## src/rtl/mc_ctrl_fsm.sv

```systemverilog
// mc_ctrl_fsm: multi-cycle MIPS main controller (Moore FSM) with ALU decoder.
//
// Ports:
//   clk          system clock, rising edge
//   reset        asynchronous active-high reset; forces FETCH and zeroes all enables
//   op, funct    instr[31:26] / instr[5:0] from the instruction register
//   zero         ALU zero flag of the current cycle (feeds pc_en combinationally)
//   pc_en        PC enable = pc_write | (branch_take & zero_cond)
//   ir_write     IR load enable
//   mem_write    memory write enable
//   reg_write    register file write enable
//   iord         memory address select (0 PC, 1 ALUOut)
//   alusrca      ALU A select (0 PC, 1 reg A)
//   alusrcb      ALU B select (00 B, 01 4, 10 signimm, 11 signimm<<2)
//   pcsrc        PC source (00 ALU, 01 ALUOut, 10 jump target)
//   memtoreg     writeback source (0 ALUOut, 1 MDR)
//   regdst       destination register (0 rt, 1 rd)
//   alu_control  000 and, 001 or, 010 add, 110 sub, 111 slt
//   state_dbg    current state encoding
//
// Optional feature: define MC_CTRL_BNE_EN to add bne support (state BNEQ = 12).
module mc_ctrl_fsm #(
  parameter int unsigned STATE_W  = 4,
  parameter int unsigned ALUCTL_W = 3
) (
  input  logic                clk,
  input  logic                reset,
  input  logic [5:0]          op,
  input  logic [5:0]          funct,
  input  logic                zero,
  output logic                pc_en,
  output logic                ir_write,
  output logic                mem_write,
  output logic                reg_write,
  output logic                iord,
  output logic                alusrca,
  output logic [1:0]          alusrcb,
  output logic [1:0]          pcsrc,
  output logic                memtoreg,
  output logic                regdst,
  output logic [ALUCTL_W-1:0] alu_control,
  output logic [STATE_W-1:0]  state_dbg
);

  typedef enum logic [STATE_W-1:0] {
    StFetch   = STATE_W'(0),
    StDecode  = STATE_W'(1),
    StMemAdr  = STATE_W'(2),
    StMemRd   = STATE_W'(3),
    StMemWb   = STATE_W'(4),
    StMemWr   = STATE_W'(5),
    StExecute = STATE_W'(6),
    StAluWb   = STATE_W'(7),
    StBranch  = STATE_W'(8),
    StAddiEx  = STATE_W'(9),
    StAddiWb  = STATE_W'(10),
`ifdef MC_CTRL_BNE_EN
    StJump    = STATE_W'(11),
    StBneq    = STATE_W'(12)
`else
    StJump    = STATE_W'(11)
`endif
  } state_t;

  localparam logic [5:0] OpRtype = 6'b000000;
  localparam logic [5:0] OpLw    = 6'b100011;
  localparam logic [5:0] OpSw    = 6'b101011;
  localparam logic [5:0] OpBeq   = 6'b000100;
  localparam logic [5:0] OpAddi  = 6'b001000;
  localparam logic [5:0] OpJ     = 6'b000010;
`ifdef MC_CTRL_BNE_EN
  localparam logic [5:0] OpBne   = 6'b000101;
`endif

  localparam logic [ALUCTL_W-1:0] AluAnd = ALUCTL_W'(3'b000);
  localparam logic [ALUCTL_W-1:0] AluOr  = ALUCTL_W'(3'b001);
  localparam logic [ALUCTL_W-1:0] AluAdd = ALUCTL_W'(3'b010);
  localparam logic [ALUCTL_W-1:0] AluSub = ALUCTL_W'(3'b110);
  localparam logic [ALUCTL_W-1:0] AluSlt = ALUCTL_W'(3'b111);

  state_t state_q, state_d;

  // Internal decoded enables, gated by reset before reaching the ports.
  logic pc_write, branch_take, zero_cond;
  logic ir_write_s, mem_write_s, reg_write_s;
  logic [ALUCTL_W-1:0] funct_alu;

  // Unknown funct codes fall back to add; writeback still happens.
  always_comb begin
    case (funct)
      6'b100000: funct_alu = AluAdd;
      6'b100010: funct_alu = AluSub;
      6'b100100: funct_alu = AluAnd;
      6'b100101: funct_alu = AluOr;
      6'b101010: funct_alu = AluSlt;
      default:   funct_alu = AluAdd;
    endcase
  end

  always_ff @(posedge clk or posedge reset) begin
    if (reset) begin
      state_q <= StFetch;
    end else begin
      state_q <= state_d;
    end
  end

  always_comb begin
    state_d = StFetch;
    case (state_q)
      StFetch:  state_d = StDecode;
      StDecode: begin
        case (op)
          OpLw, OpSw: state_d = StMemAdr;
          OpRtype:    state_d = StExecute;
          OpBeq:      state_d = StBranch;
          OpAddi:     state_d = StAddiEx;
          OpJ:        state_d = StJump;
`ifdef MC_CTRL_BNE_EN
          OpBne:      state_d = StBneq;
`endif
          default:    state_d = StFetch;  // illegal op executes as a nop
        endcase
      end
      StMemAdr:  state_d = (op == OpLw) ? StMemRd : StMemWr;
      StMemRd:   state_d = StMemWb;
      StExecute: state_d = StAluWb;
      StAddiEx:  state_d = StAddiWb;
      default:   state_d = StFetch;  // terminal states and unused encodings
    endcase
  end

  always_comb begin
    pc_write    = 1'b0;
    branch_take = 1'b0;
    zero_cond   = 1'b0;
    ir_write_s  = 1'b0;
    mem_write_s = 1'b0;
    reg_write_s = 1'b0;
    iord        = 1'b0;
    alusrca     = 1'b0;
    alusrcb     = 2'b00;
    pcsrc       = 2'b00;
    memtoreg    = 1'b0;
    regdst      = 1'b0;
    alu_control = AluAnd;
    case (state_q)
      StFetch: begin
        ir_write_s  = 1'b1;
        alusrcb     = 2'b01;
        alu_control = AluAdd;
        pc_write    = 1'b1;
      end
      StDecode: begin
        alusrcb     = 2'b11;
        alu_control = AluAdd;
      end
      StMemAdr, StAddiEx: begin
        alusrca     = 1'b1;
        alusrcb     = 2'b10;
        alu_control = AluAdd;
      end
      StMemRd: iord = 1'b1;
      StMemWb: begin
        reg_write_s = 1'b1;
        memtoreg    = 1'b1;
      end
      StMemWr: begin
        iord        = 1'b1;
        mem_write_s = 1'b1;
      end
      StExecute: begin
        alusrca     = 1'b1;
        alu_control = funct_alu;
      end
      StAluWb: begin
        reg_write_s = 1'b1;
        regdst      = 1'b1;
      end
      StBranch: begin
        alusrca     = 1'b1;
        alu_control = AluSub;
        pcsrc       = 2'b01;
        branch_take = 1'b1;
        zero_cond   = zero;
      end
`ifdef MC_CTRL_BNE_EN
      StBneq: begin
        alusrca     = 1'b1;
        alu_control = AluSub;
        pcsrc       = 2'b01;
        branch_take = 1'b1;
        zero_cond   = ~zero;
      end
`endif
      StAddiWb: reg_write_s = 1'b1;
      StJump: begin
        pcsrc    = 2'b10;
        pc_write = 1'b1;
      end
      default: ;
    endcase
  end

  // Reset already holds the state in FETCH, so only the enables need gating.
  assign pc_en     = ~reset & (pc_write | (branch_take & zero_cond));
  assign ir_write  = ~reset & ir_write_s;
  assign mem_write = ~reset & mem_write_s;
  assign reg_write = ~reset & reg_write_s;
  assign state_dbg = state_q;

endmodule

```

## config.mk

```make
export PLATFORM = sky130hd
export DESIGN_NAME = mc_ctrl_fsm
export DESIGN_NICKNAME = d
export VERILOG_FILES = /design/src/rtl/mc_ctrl_fsm.sv
export SDC_FILE = /design/constraint.sdc
export NUM_CORES = 1
export LEC_CHECK = 0
export BUFFER_PORTS_ARGS = -buffer_cell sky130_fd_sc_hd__buf_4
export CAP_MARGIN = 0
export CORE_AREA = 2 2 39 41
export CTS_CLUSTER_SIZE = 16
export DETAILED_ROUTE_END_ITERATION = 8
export DIE_AREA = 0 0 41 43
export GPL_ROUTABILITY_DRIVEN = 0
export GPL_TIMING_DRIVEN = 0
export PLACE_DENSITY = 0.7
export SYNTH_ARGS = -nofsm -noshare
export SYNTH_HDL_FRONTEND = slang
export SYNTH_SLANG_ARGS = --single-unit
export TNS_END_PERCENT = 1
```

## constraint.sdc

```tcl
create_clock -name clk -period 2.2 [get_ports clk]
set_input_delay 0.11 -clock clk [delete_from_list [all_inputs] [get_ports clk]]
set_output_delay 0.11 -clock clk [all_outputs]
set_load 0.05 [all_outputs]
```

==> results of run 1 <==
through the flow:
stage / utilization / TNS (ns) / power [W]
after floorplan: - / -0.3573 / 0.0005372
after global placement: 0.5678 / 0 / 0.0007103
after detailed placement: 0.5678 / 0 / 0.0007107
after CTS: 0.5913 / 0 / 0.0008095
after global routing: 0.5913 / 0 / 0.0008557
final: 0.5913 / 0 / 0.0008086
logic make-up (layout without fill, tap and decap cells):
family / Yosys count / after routing / share of synthesized area
buffers and inverters: 11 / 48 / 0.08128
and+or+nand+nor: 39 / 39 / 0.4212
DFF: 4 / 4 / 0.1971
AOI/OAI and AO/OA: 17 / 17 / 0.2488
xor gates and xnor gates: 3 / 3 / 0.05173
what timing repair did:
action | in CTS | in global routing
hold buffers | 1 | 0
setup buffers | 0 | 0
endpoints found under the hold margin | 4 | 0
where the power goes:
group | leakage [nW] | total [W] | internal (W) | switching, W
sequential | 0.0532 | 0.000110 | 0.0000913 | 0.0000189
clock | 0.0138 | 0.0000930 | 0.0000611 | 0.0000319
combinational | 0.309 | 0.000605 | 0.000184 | 0.000421
path summary, 6_finish.rpt:
kind | slack [ns] | end | depth (start not counted)
max | 0.25 | mem_write | 5
min in group asynchronous | 0.36 | state_dbg[0]$_DFF_PP0_ | 3
min reg2reg | 0.66 | state_dbg[0]$_DFF_PP0_ | 2
min | 0.22 | state_dbg[3]$_DFF_PP0_ | 3
max in group asynchronous | 1.67 | state_dbg[1]$_DFF_PP0_ | 3
max reg2reg | 0.62 | state_dbg[2]$_DFF_PP0_ | 4
area by class of cell:
class	instances	share of cell area
buffer	5	0.02294
clock buffer	3	0.02752
inverter	6	0.02752
multi-input combinational	59	0.4602
sequential	4	0.1223
tap	16	0.02446
timing repair buffer	34	0.3150
worst max-delay path: cells and delay by family (launching register included):
kind | cells | cell delay (ns)
buffers and inverters | 3 | 0.94
flip-flops | 1 | 0.33
AND/OR/NAND/NOR | 2 | 0.33
cell usage after synthesis (2+ instances only):
cell type                  count  area share
sky130_fd_sc_hd__nor3b_1       3       0.044
sky130_fd_sc_hd__inv_1         6       0.044
sky130_fd_sc_hd__nand4_1       3       0.037
sky130_fd_sc_hd__and3_1        2       0.025
sky130_fd_sc_hd__dfrtp_1       4        0.20
sky130_fd_sc_hd__clkbuf_1      5       0.037
sky130_fd_sc_hd__nor3_1        5       0.049
sky130_fd_sc_hd__nor2_1        8       0.059
sky130_fd_sc_hd__a21oi_1       2       0.020
sky130_fd_sc_hd__nand2b_1      2       0.025
sky130_fd_sc_hd__nand2_1       5       0.037
sky130_fd_sc_hd__nor2b_1       3       0.037
sky130_fd_sc_hd__o21ai_0       3       0.030
sky130_fd_sc_hd__nand3_1       2       0.020
sky130_fd_sc_hd__xor2_1        2       0.034
routing by layer:
metal | GRT usage | vias up | wire length (um)
met2 | 0.3094 | 30 | 776
met3 | 0.06806 | 2 | 114
met4 | 0.08000 | 0 | 11
met5 | 0 | - | 0
met1 | 0.2565 | 314 | 718
li1 | - | 350 | -
==> summary.txt, run 1 <==
Result of the run: complete, no violations
Worst path cell trace: clkbuf_1, clkbuf_1, nand2_1, nor3_2, buf_4
Setup Viol. Count Final: 0
TritonRoute pass-1 iters: 4
Critical Path AT: 1.84 ns
Largest net degree at the start of global routing: 11
Synthesis warning total: 0
Flip-flop and latch count after synthesis: 4
TritonCTS buffer count: 3
Quantity of gates resized following cts: 0
Chip Width: 41 um
Max Clk Rate: 512.6 MHz
Number of library cell types mapped by synthesis: 34
Leakage Power: 0.3761 nW
Placed Instance Area: 785.8 sq um
Vias in the first global route: 587
Biggest fanout along the worst timing path: 10
Number of synthesized flops with an enable pin: 0
Ratio of total power to cell area: 988.1 mW/mm^2
FF-to-FF Start: state_dbg[2]$_DFF_PP0_
Initial antenna violation count: 0
Port bufs: 33
Clock tree root buffer cell: sky130_fd_sc_hd__clkbuf_4
Clk sink count: 4
WS Path Type: reg -> out
Layout Nets: 128
Beginning of the worst hold path: op[4]
Final period demand of the worst path: 1.951 ns
Setup Skew: 0.007406 ns
Die Area: 0.001763 sq mm
Required time of the critical path: 2.09 ns
Number of endpoints with negative hold slack in the final report: 0
Routed vias: 696
Post-detailed-route DRC marker count: 0
Ratio of routed vias to standard cells: 5.480
1st-iter DRT viols: 8
GRT overflow: 0
Initial core utilization: 0.3671
Headroom to the max-slew limit: 0.7049
Final critical-path share of the clock period: 0.8867
Pre-CTS WS: 0.5331 ns
Total of fill cells in the finished design: 130
Source of the critical timing path: state_dbg[2]$_DFF_PP0_
Most frequent cells in the layout: sky130_fd_sc_hd__buf_4 (33), sky130_fd_sc_hd__nor2_1 (8), sky130_fd_sc_hd__inv_1 (6)
DRT Wirelength: 1.620 mm
Type of destination of the critical path: primary output
Global-route total usage across every layer: 0.2044
Cell count after placement: 123
Most common cell after layout, fill and taps aside: sky130_fd_sc_hd__buf_4
Delay of the slowest critical-path stage: 0.40 ns
IO Count: 34
Max reg flops: 4
Cell Count, Final, Fillers Out: 127
Synthesized area per cell: 6.865 sq um
Synth async-reset ratio: 1.000
Die Ht: 43 um
Slew Limit Fails: 0
Min setup slack post-route: 0.2493 ns
Row count: 14
CTS clk-pin slew, worst paths: 0.04 ns
Kind of path behind the tightest hold check: in -> reg
Worst skew pair latency: 0.24 ns
Mapped cell area: 508.0 sq um
Cell with the most instances on the worst path: sky130_fd_sc_hd__clkbuf_1
Post-detailed-placement half-perimeter wirelength: 1.219 mm
Synthesis-to-finish area growth: 61.08%
H-tree depth: 1
Area occupied by registers: 100.1 sq um
Synth Flop Type: sky130_fd_sc_hd__dfrtp_1
Worst hold slack: 0.2182 ns
Master of the slowest instance on the critical path: sky130_fd_sc_hd__clkbuf_1
CTS tree: done
Max Root-Sink Buffers: 2
Setup repair after global routing missed its margin: no
Max_cap viols: 0
Antenna Violating Nets Remaining: 0
Number of standard cells after synthesis: 74
First-pass GRT wire length: 2.484 mm
Least-Margin Pin Slew: 0.4426 ns
IR Drop Worst-Case VDD: 502.1 uV
Antenna diodes: 0
Number of nets in the synthesized netlist: 89
Area occupied by multi-input gates: 376.6 sq um
Critical path startpoint category: flop
Fraction of layout instances using a drive strength above 1: 0.3604
Post-route standard cell area excluding fillers: 818.3 sq um
Register area share after synthesis: 0.1970
Placeable core area: 0.001384 sq mm
Wire per inst: 12.76 um
No activity file was read; power rests on OpenSTA's default activity.
==> run 2, diff against run 1 <==
Settings changed: CELL_PAD_IN_SITES_DETAIL_PLACEMENT from default to 1, CELL_PAD_IN_SITES_GLOBAL_PLACEMENT from default to 2, CORE_AREA 2 2 39 41 to default, CORE_UTILIZATION from default to 22, CTS_BUF_LIST from default to sky130_fd_sc_hd__clkbuf_2, DIE_AREA 0 0 41 43 to default, PLACE_DENSITY 0.7 to 0.82.
==> run 2 against run 1 <==
Setup slack improved by 0.0051 ns. Clock power down 27%. Total power is 2.1% lower. Maximum frequency is 0.26% higher. First-iteration DRC count down 38%.
==> summary.txt, run 2 (synthesis gave the netlist of run 1 again) <==
Grt peak-use layer: met2 (unchanged)
Setup Viol. Count Final: 0 (unchanged)
Min setup slack post-route: 0.2544 ns (was 0.2493 ns)
Post-detailed-placement half-perimeter wirelength: 1.447 mm (was 1.219 mm)
Placeable core area: 0.002191 sq mm (was 0.001384 sq mm)
Headroom to the max-slew limit: 0.6786 (was 0.7049)
Post-CTS setup buffers: 0 (unchanged)
Routed vias: 703 (was 696)
Master of the slowest instance on the critical path: sky130_fd_sc_hd__clkbuf_1 (unchanged)
1st-iter DRT viols: 5 (was 8)
Wire per inst: 13.14 um (was 12.76 um)
Result of the run: complete, no violations (unchanged)
Least-Margin Pin Slew: 0.4821 ns (was 0.4426 ns)
Global-route track usage on met2: 0.2800 (was 0.3094)
Max reg flops: 4 (unchanged)
Port bufs: 33 (unchanged)
Chip Width: 50.05 um (was 41 um)
Row count: 17 (was 14)
GRT overflow: 0 (unchanged)
Max Clk Rate: 514.0 MHz (was 512.6 MHz)
Final period demand of the worst path: 1.946 ns (was 1.951 ns)
TritonRoute pass-1 iters: 4 (unchanged)
Met1 global-route usage: 0.1967 (was 0.2565)
TritonCTS buffer count: 3 (unchanged)
Setup repair after global routing missed its margin: no (unchanged)
WS Path Type: reg -> out (unchanged)
Net switching power of the design: 0.0004800 W (was 0.0004723 W)
Post-layout utilization of the core: 0.3769 (was 0.5913)
Setup Skew: 0.01339 ns (was 0.007406 ns)
Global-route total usage across every layer: 0.1599 (was 0.2044)
Antenna Violating Nets Remaining: 0 (unchanged)
Die Ht: 50.05 um (was 43 um)
Cell count after placement: 135 (was 123)
Initial core utilization: 0.2319 (was 0.3671)
Delay of the slowest critical-path stage: 0.43 ns (was 0.40 ns)
Critical Path AT: 1.84 ns (about the same)
Required time of the critical path: 2.09 ns (about the same)
Post-detailed-route DRC marker count: 0 (unchanged)
Post-route standard cell area excluding fillers: 825.8 sq um (was 818.3 sq um)
Gate power share: 0.774 (was 0.749)
Placed Instance Area: 800.8 sq um (was 785.8 sq um)
Total of fill cells in the finished design: 292 (was 130)
First-pass GRT wire length: 3.077 mm (was 2.484 mm)
Layout Nets: 128 (unchanged)
Antenna diodes: 0 (unchanged)
Biggest fanout along the worst timing path: 10 (unchanged)
Initial antenna violation count: 0 (unchanged)
Kind of path behind the tightest hold check: in -> reg (unchanged)
Pre-CTS WS: 0.4590 ns (was 0.5331 ns)
Number of endpoints with negative hold slack in the final report: 0 (unchanged)
IR Drop Worst-Case VDD: 471.6 uV (was 502.1 uV)
Worst skew pair latency: 0.21 ns (was 0.24 ns)
Sequential fraction of design power: 0.139 (was 0.136)
Fraction of layout instances using a drive strength above 1: 0.3604 (unchanged)
Vias in the first global route: 675 (was 587)
Synthesis-to-finish area growth: 62.56% (was 61.08%)
Die Area: 0.002505 sq mm (was 0.001763 sq mm)
Type of destination of the critical path: primary output (unchanged)
H-tree depth: 1 (unchanged)
Global-route track usage on met3: 0.02778 (was 0.06806)
Cell Count, Final, Fillers Out: 139 (was 127)
Most common cell after layout, fill and taps aside: sky130_fd_sc_hd__buf_4 (unchanged)
Worst path cell trace: clkbuf_1, clkbuf_1, nand2_1, nor3_2, buf_4 (unchanged)
Ratio of routed vias to standard cells: 5.058 (was 5.480)
Share of power burned in the clock network: 0.086 (was 0.115)
Count of buffer and inverter cells on the critical path: 3 (unchanged)
Largest net degree at the start of global routing: 11 (unchanged)
Clock tree root buffer cell: sky130_fd_sc_hd__clkbuf_2 (was sky130_fd_sc_hd__clkbuf_4)
Kind of cell adding the most delay to the critical path: buffers and inverters (unchanged)
Leakage Power: 0.3748 nW (was 0.3761 nW)
Cell internal power dissipation: 0.0003118 W (was 0.0003363 W)
Quantity of gates resized following cts: 0 (unchanged)
IO Count: 34 (unchanged)
Max_cap viols: 0 (unchanged)
Most frequent cells in the layout: sky130_fd_sc_hd__buf_4 (33), sky130_fd_sc_hd__nor2_1 (8), sky130_fd_sc_hd__inv_1 (6) (unchanged)
Sw frac: 0.6062 (was 0.5841)
Clk sink count: 4 (unchanged)
Cell with the most instances on the worst path: sky130_fd_sc_hd__clkbuf_1 (unchanged)
Slew Limit Fails: 0 (unchanged)
Ratio of total power to cell area: 958.8 mW/mm^2 (was 988.1 mW/mm^2)
Final critical-path share of the clock period: 0.8844 (was 0.8867)
CTS clk-pin slew, worst paths: 0.06 ns (was 0.04 ns)
Critical path startpoint category: flop (unchanged)
Max Root-Sink Buffers: 2 (unchanged)
DRT Wirelength: 1.826 mm (was 1.620 mm)
CTS tree: done (unchanged)
## run 2: path summary, 6_finish.rpt
path                                          end  slack, ns              startpoint  cells after the start
setup / recovery                        mem_write       0.25  state_dbg[2]$_DFF_PP0_                      5
hold / removal             state_dbg[3]$_DFF_PP0_       0.24                   op[4]                      3
setup reg to reg           state_dbg[2]$_DFF_PP0_       0.58  state_dbg[2]$_DFF_PP0_                      4
hold reg to reg            state_dbg[0]$_DFF_PP0_       0.72  state_dbg[1]$_DFF_PP0_                      2
max in group asynchronous  state_dbg[2]$_DFF_PP0_       1.64                   reset                      3
min in group asynchronous  state_dbg[1]$_DFF_PP0_       0.38                   reset                      3
## run 2: layer usage
layer / up-vias / routed length, um
met5: - / 0
met3: 2 / 98
li1: 348 / -
met4: 0 / 6
met1: 329 / 813
met2: 24 / 907
## run 2: final cells by class
cell class | count | area [sq um] | area share
timing repair buffer | 34 | 257.7 | 0.3121
tap | 28 | 35.03 | 0.04242
multi-input combinational | 59 | 376.6 | 0.4561
clock buffer | 3 | 15.01 | 0.01818
sequential | 4 | 100.1 | 0.1212
buffer | 5 | 18.77 | 0.02273
inverter | 6 | 22.52 | 0.02727
## run 2: worst register-to-register path, delay by kind of cell (launching register included)
kind	cells	cell delay (ns)
AND/OR/NAND/NOR	1	0.12
flip-flops	1	0.33
buffers and inverters	2	0.77
AO/OA/AOI/OAI	1	0.29
## run 2: repair_timing
item | 4_1_cts | 5_1_grt
endpoints found under the hold margin | 4 | 0
endpoints found under the setup margin | 0 | 0
hold buffers | 1 | 0
## run 2: power by group through the flow
stage / Clock (W) / Sequential, W / Combinational, W
after CTS: 0.0000694 / 0.000110 / 0.000616
after global placement: 0 / 0.000111 / 0.000610
after floorplan: 0 / 0.000169 / 0.000368
after global routing: 0.0000726 / 0.000114 / 0.000654
after detailed placement: 0 / 0.000111 / 0.000613
final: 0.0000683 / 0.000110 / 0.000613
## run 2: through the flow
step                TNS (ns)  total power [W]  hold WS [ns]
finish                     0        0.0007917        0.2389
CTS                        0        0.0007962        0.2335
global route               0        0.0008401        0.2598
floorplan            -0.3573        0.0005372       -0.1188
global placement           0        0.0007205       0.04512
detailed placement         0        0.0007241       0.05156
==> run 3, diff against run 2 <==
Settings changed: CELL_PAD_IN_SITES_DETAIL_PLACEMENT 1 to default, CELL_PAD_IN_SITES_GLOBAL_PLACEMENT 2 to default, CORE_AREA from default to 2 2 39 41, CORE_UTILIZATION 22 to default, DIE_AREA from default to 0 0 41 43, PLACE_DENSITY 0.82 to 0.7.
==> run 3 against run 2 <==
Critical path depth unchanged. Final cell count down 8.6%. Routed wire length down 12%. Setup slack better by 0.035 ns. Via count down 1.8%. Non-clock buffer count unchanged. Register-to-register slack better by 0.05 ns. Clock skew down 0.0078 ns. Global-route usage up 4.1 points. Final area down 1.8%. Critical endpoint unchanged. Largest cell class unchanged.
==> summary.txt, run 3 (synthesis gave the netlist of run 1 again) <==
Antenna Violating Nets Remaining: 0 (unchanged)
Final critical-path share of the clock period: 0.8682 (was 0.8844)
Fraction of layout instances using a drive strength above 1: 0.3604 (unchanged)
Most common cell after layout, fill and taps aside: sky130_fd_sc_hd__buf_4 (unchanged)
Min setup slack post-route: 0.2899 ns (was 0.2544 ns)
Post-detailed-placement half-perimeter wirelength: 1.219 mm (was 1.447 mm)
H-tree depth: 1 (unchanged)
Post-detailed-route DRC marker count: 0 (unchanged)
Most frequent cells in the layout: sky130_fd_sc_hd__buf_4 (33), sky130_fd_sc_hd__nor2_1 (8), sky130_fd_sc_hd__inv_1 (6) (unchanged)
Pre-CTS WS: 0.5331 ns (was 0.4590 ns)
Synthesis-to-finish area growth: 59.61% (was 62.56%)
Die Ht: 43 um (was 50.05 um)
Ratio of routed vias to standard cells: 5.433 (was 5.058)
Die Area: 0.001763 sq mm (was 0.002505 sq mm)
Placeable core area: 0.001384 sq mm (was 0.002191 sq mm)
Wire per inst: 12.64 um (was 13.14 um)
Clk sink count: 4 (unchanged)
IO Count: 34 (unchanged)
First-pass GRT wire length: 2.470 mm (was 3.077 mm)
Total of fill cells in the finished design: 130 (was 292)
Result of the run: complete, no violations (unchanged)
Least-Margin Pin Slew: 0.4428 ns (was 0.4821 ns)
CTS tree: done (unchanged)
Post-layout utilization of the core: 0.5859 (was 0.3769)
IR Drop Worst-Case VDD: 502.2 uV (was 471.6 uV)
GRT overflow: 0 (unchanged)
Critical Path AT: 1.80 ns (was 1.84 ns)
Setup repair after global routing missed its margin: no (unchanged)
Leakage Power: 0.3748 nW (unchanged)
Biggest fanout along the worst timing path: 10 (unchanged)
TritonRoute pass-1 iters: 4 (unchanged)
Number of endpoints with negative hold slack in the final report: 0 (unchanged)
Chip Width: 41 um (was 50.05 um)
Max reg flops: 4 (unchanged)
Port bufs: 33 (unchanged)
Headroom to the max-slew limit: 0.7048 (was 0.6786)
WS Path Type: reg -> out (unchanged)
Ratio of total power to cell area: 964.2 mW/mm^2 (was 958.8 mW/mm^2)
Setup Skew: 0.005627 ns (was 0.01339 ns)
TritonCTS buffer count: 3 (unchanged)
Kind of path behind the tightest hold check: in -> reg (unchanged)
Setup Viol. Count Final: 0 (unchanged)
Number of buffers added to fix hold violations after cts: 1 (unchanged)
Antenna diodes: 0 (unchanged)
Vias in the first global route: 587 (was 675)
Post-CTS setup buffers: 0 (unchanged)
Max_cap viols: 0 (unchanged)
Initial antenna violation count: 0 (unchanged)
DRT Wirelength: 1.605 mm (was 1.826 mm)
Critical path startpoint category: flop (unchanged)
Required time of the critical path: 2.09 ns (about the same)
Routed vias: 690 (was 703)
Row count: 14 (was 17)
Type of destination of the critical path: primary output (unchanged)
1st-iter DRT viols: 12 (was 5)
Largest net degree at the start of global routing: 11 (unchanged)
Final period demand of the worst path: 1.910 ns (was 1.946 ns)
Worst skew pair latency: 0.21 ns (about the same)
Max Root-Sink Buffers: 2 (unchanged)
Clock tree root buffer cell: sky130_fd_sc_hd__clkbuf_2 (unchanged)
Slew Limit Fails: 0 (unchanged)
Initial core utilization: 0.3671 (was 0.2319)
Max Clk Rate: 523.5 MHz (was 514.0 MHz)
Total power after layout: 0.0007817 W (was 0.0007917 W)
Quantity of gates resized following cts: 0 (unchanged)
Global-route total usage across every layer: 0.2004 (was 0.1599)
Layout Nets: 128 (unchanged)
CTS clk-pin slew, worst paths: 0.04 ns (was 0.06 ns)
-- run 3: cell counts in the layout (fill, tap and decap cells not counted) --
No cell type changed its count.
-- run 3: layout make-up --
type	count	area [sq um]	share of cell area
Buffer	5	18.77	0.02315
Clock buffer	3	15.01	0.01852
Inverter	6	22.52	0.02778
Multi-Input combinational cell	59	376.6	0.4645
Sequential cell	4	100.1	0.1235
Tap cell	16	20.02	0.02469
Timing Repair Buffer	34	257.7	0.3179
-- run 3: worst paths after layout --
path	cells past startpoint	start	end	slack [ns]
setup / recovery	5	state_dbg[2]$_DFF_PP0_	mem_write	0.29
hold / removal	3	op[4]	state_dbg[3]$_DFF_PP0_	0.25
setup reg to reg	5	state_dbg[2]$_DFF_PP0_	state_dbg[1]$_DFF_PP0_	0.63
hold reg to reg	2	state_dbg[1]$_DFF_PP0_	state_dbg[0]$_DFF_PP0_	0.67
max in group asynchronous	3	reset	state_dbg[1]$_DFF_PP0_	1.64
min in group asynchronous	3	reset	state_dbg[0]$_DFF_PP0_	0.39
-- run 3: critical path: stages (launching register included) --
cell and delay [ns]:
sky130_fd_sc_hd__dfrtp_1 0.33, sky130_fd_sc_hd__clkbuf_1 0.31, sky130_fd_sc_hd__clkbuf_1 0.40, sky130_fd_sc_hd__nand2_1 0.16
sky130_fd_sc_hd__nor3_2 0.17, sky130_fd_sc_hd__buf_4 0.22
-- run 3: metrics by stage --
stage | area, sq um | hold WS [ns] | cells | setup TNS [ns]
global placement | 785.8 | 0.04330 | 123 | 0
CTS | 810.8 | 0.2408 | 127 | 0
finish | 810.8 | 0.2515 | 127 | 0
floorplan | 518.0 | -0.1188 | 74 | -0.3573
detailed placement | 785.8 | 0.04684 | 123 | 0
global route | 810.8 | 0.2480 | 127 | 0
-- run 3: per-layer routing --
metal / up-vias / wire [um] / global-route usage
met4: 0 / 0 / 0.06000
li1: 350 / - / -
met3: 0 / 110 / 0.06806
met1: 312 / 726 / 0.2565
met2: 28 / 767 / 0.3063
met5: - / 0 / 0
-- run 3: where the power goes --
| group | switching, W | internal (W) |
|---|---|---|
| registers | 0.0000190 | 0.0000912 |
| logic | 0.000421 | 0.000184 |
| clock network | 0.0000299 | 0.0000366 |
| total | 0.000470 | 0.000312 |
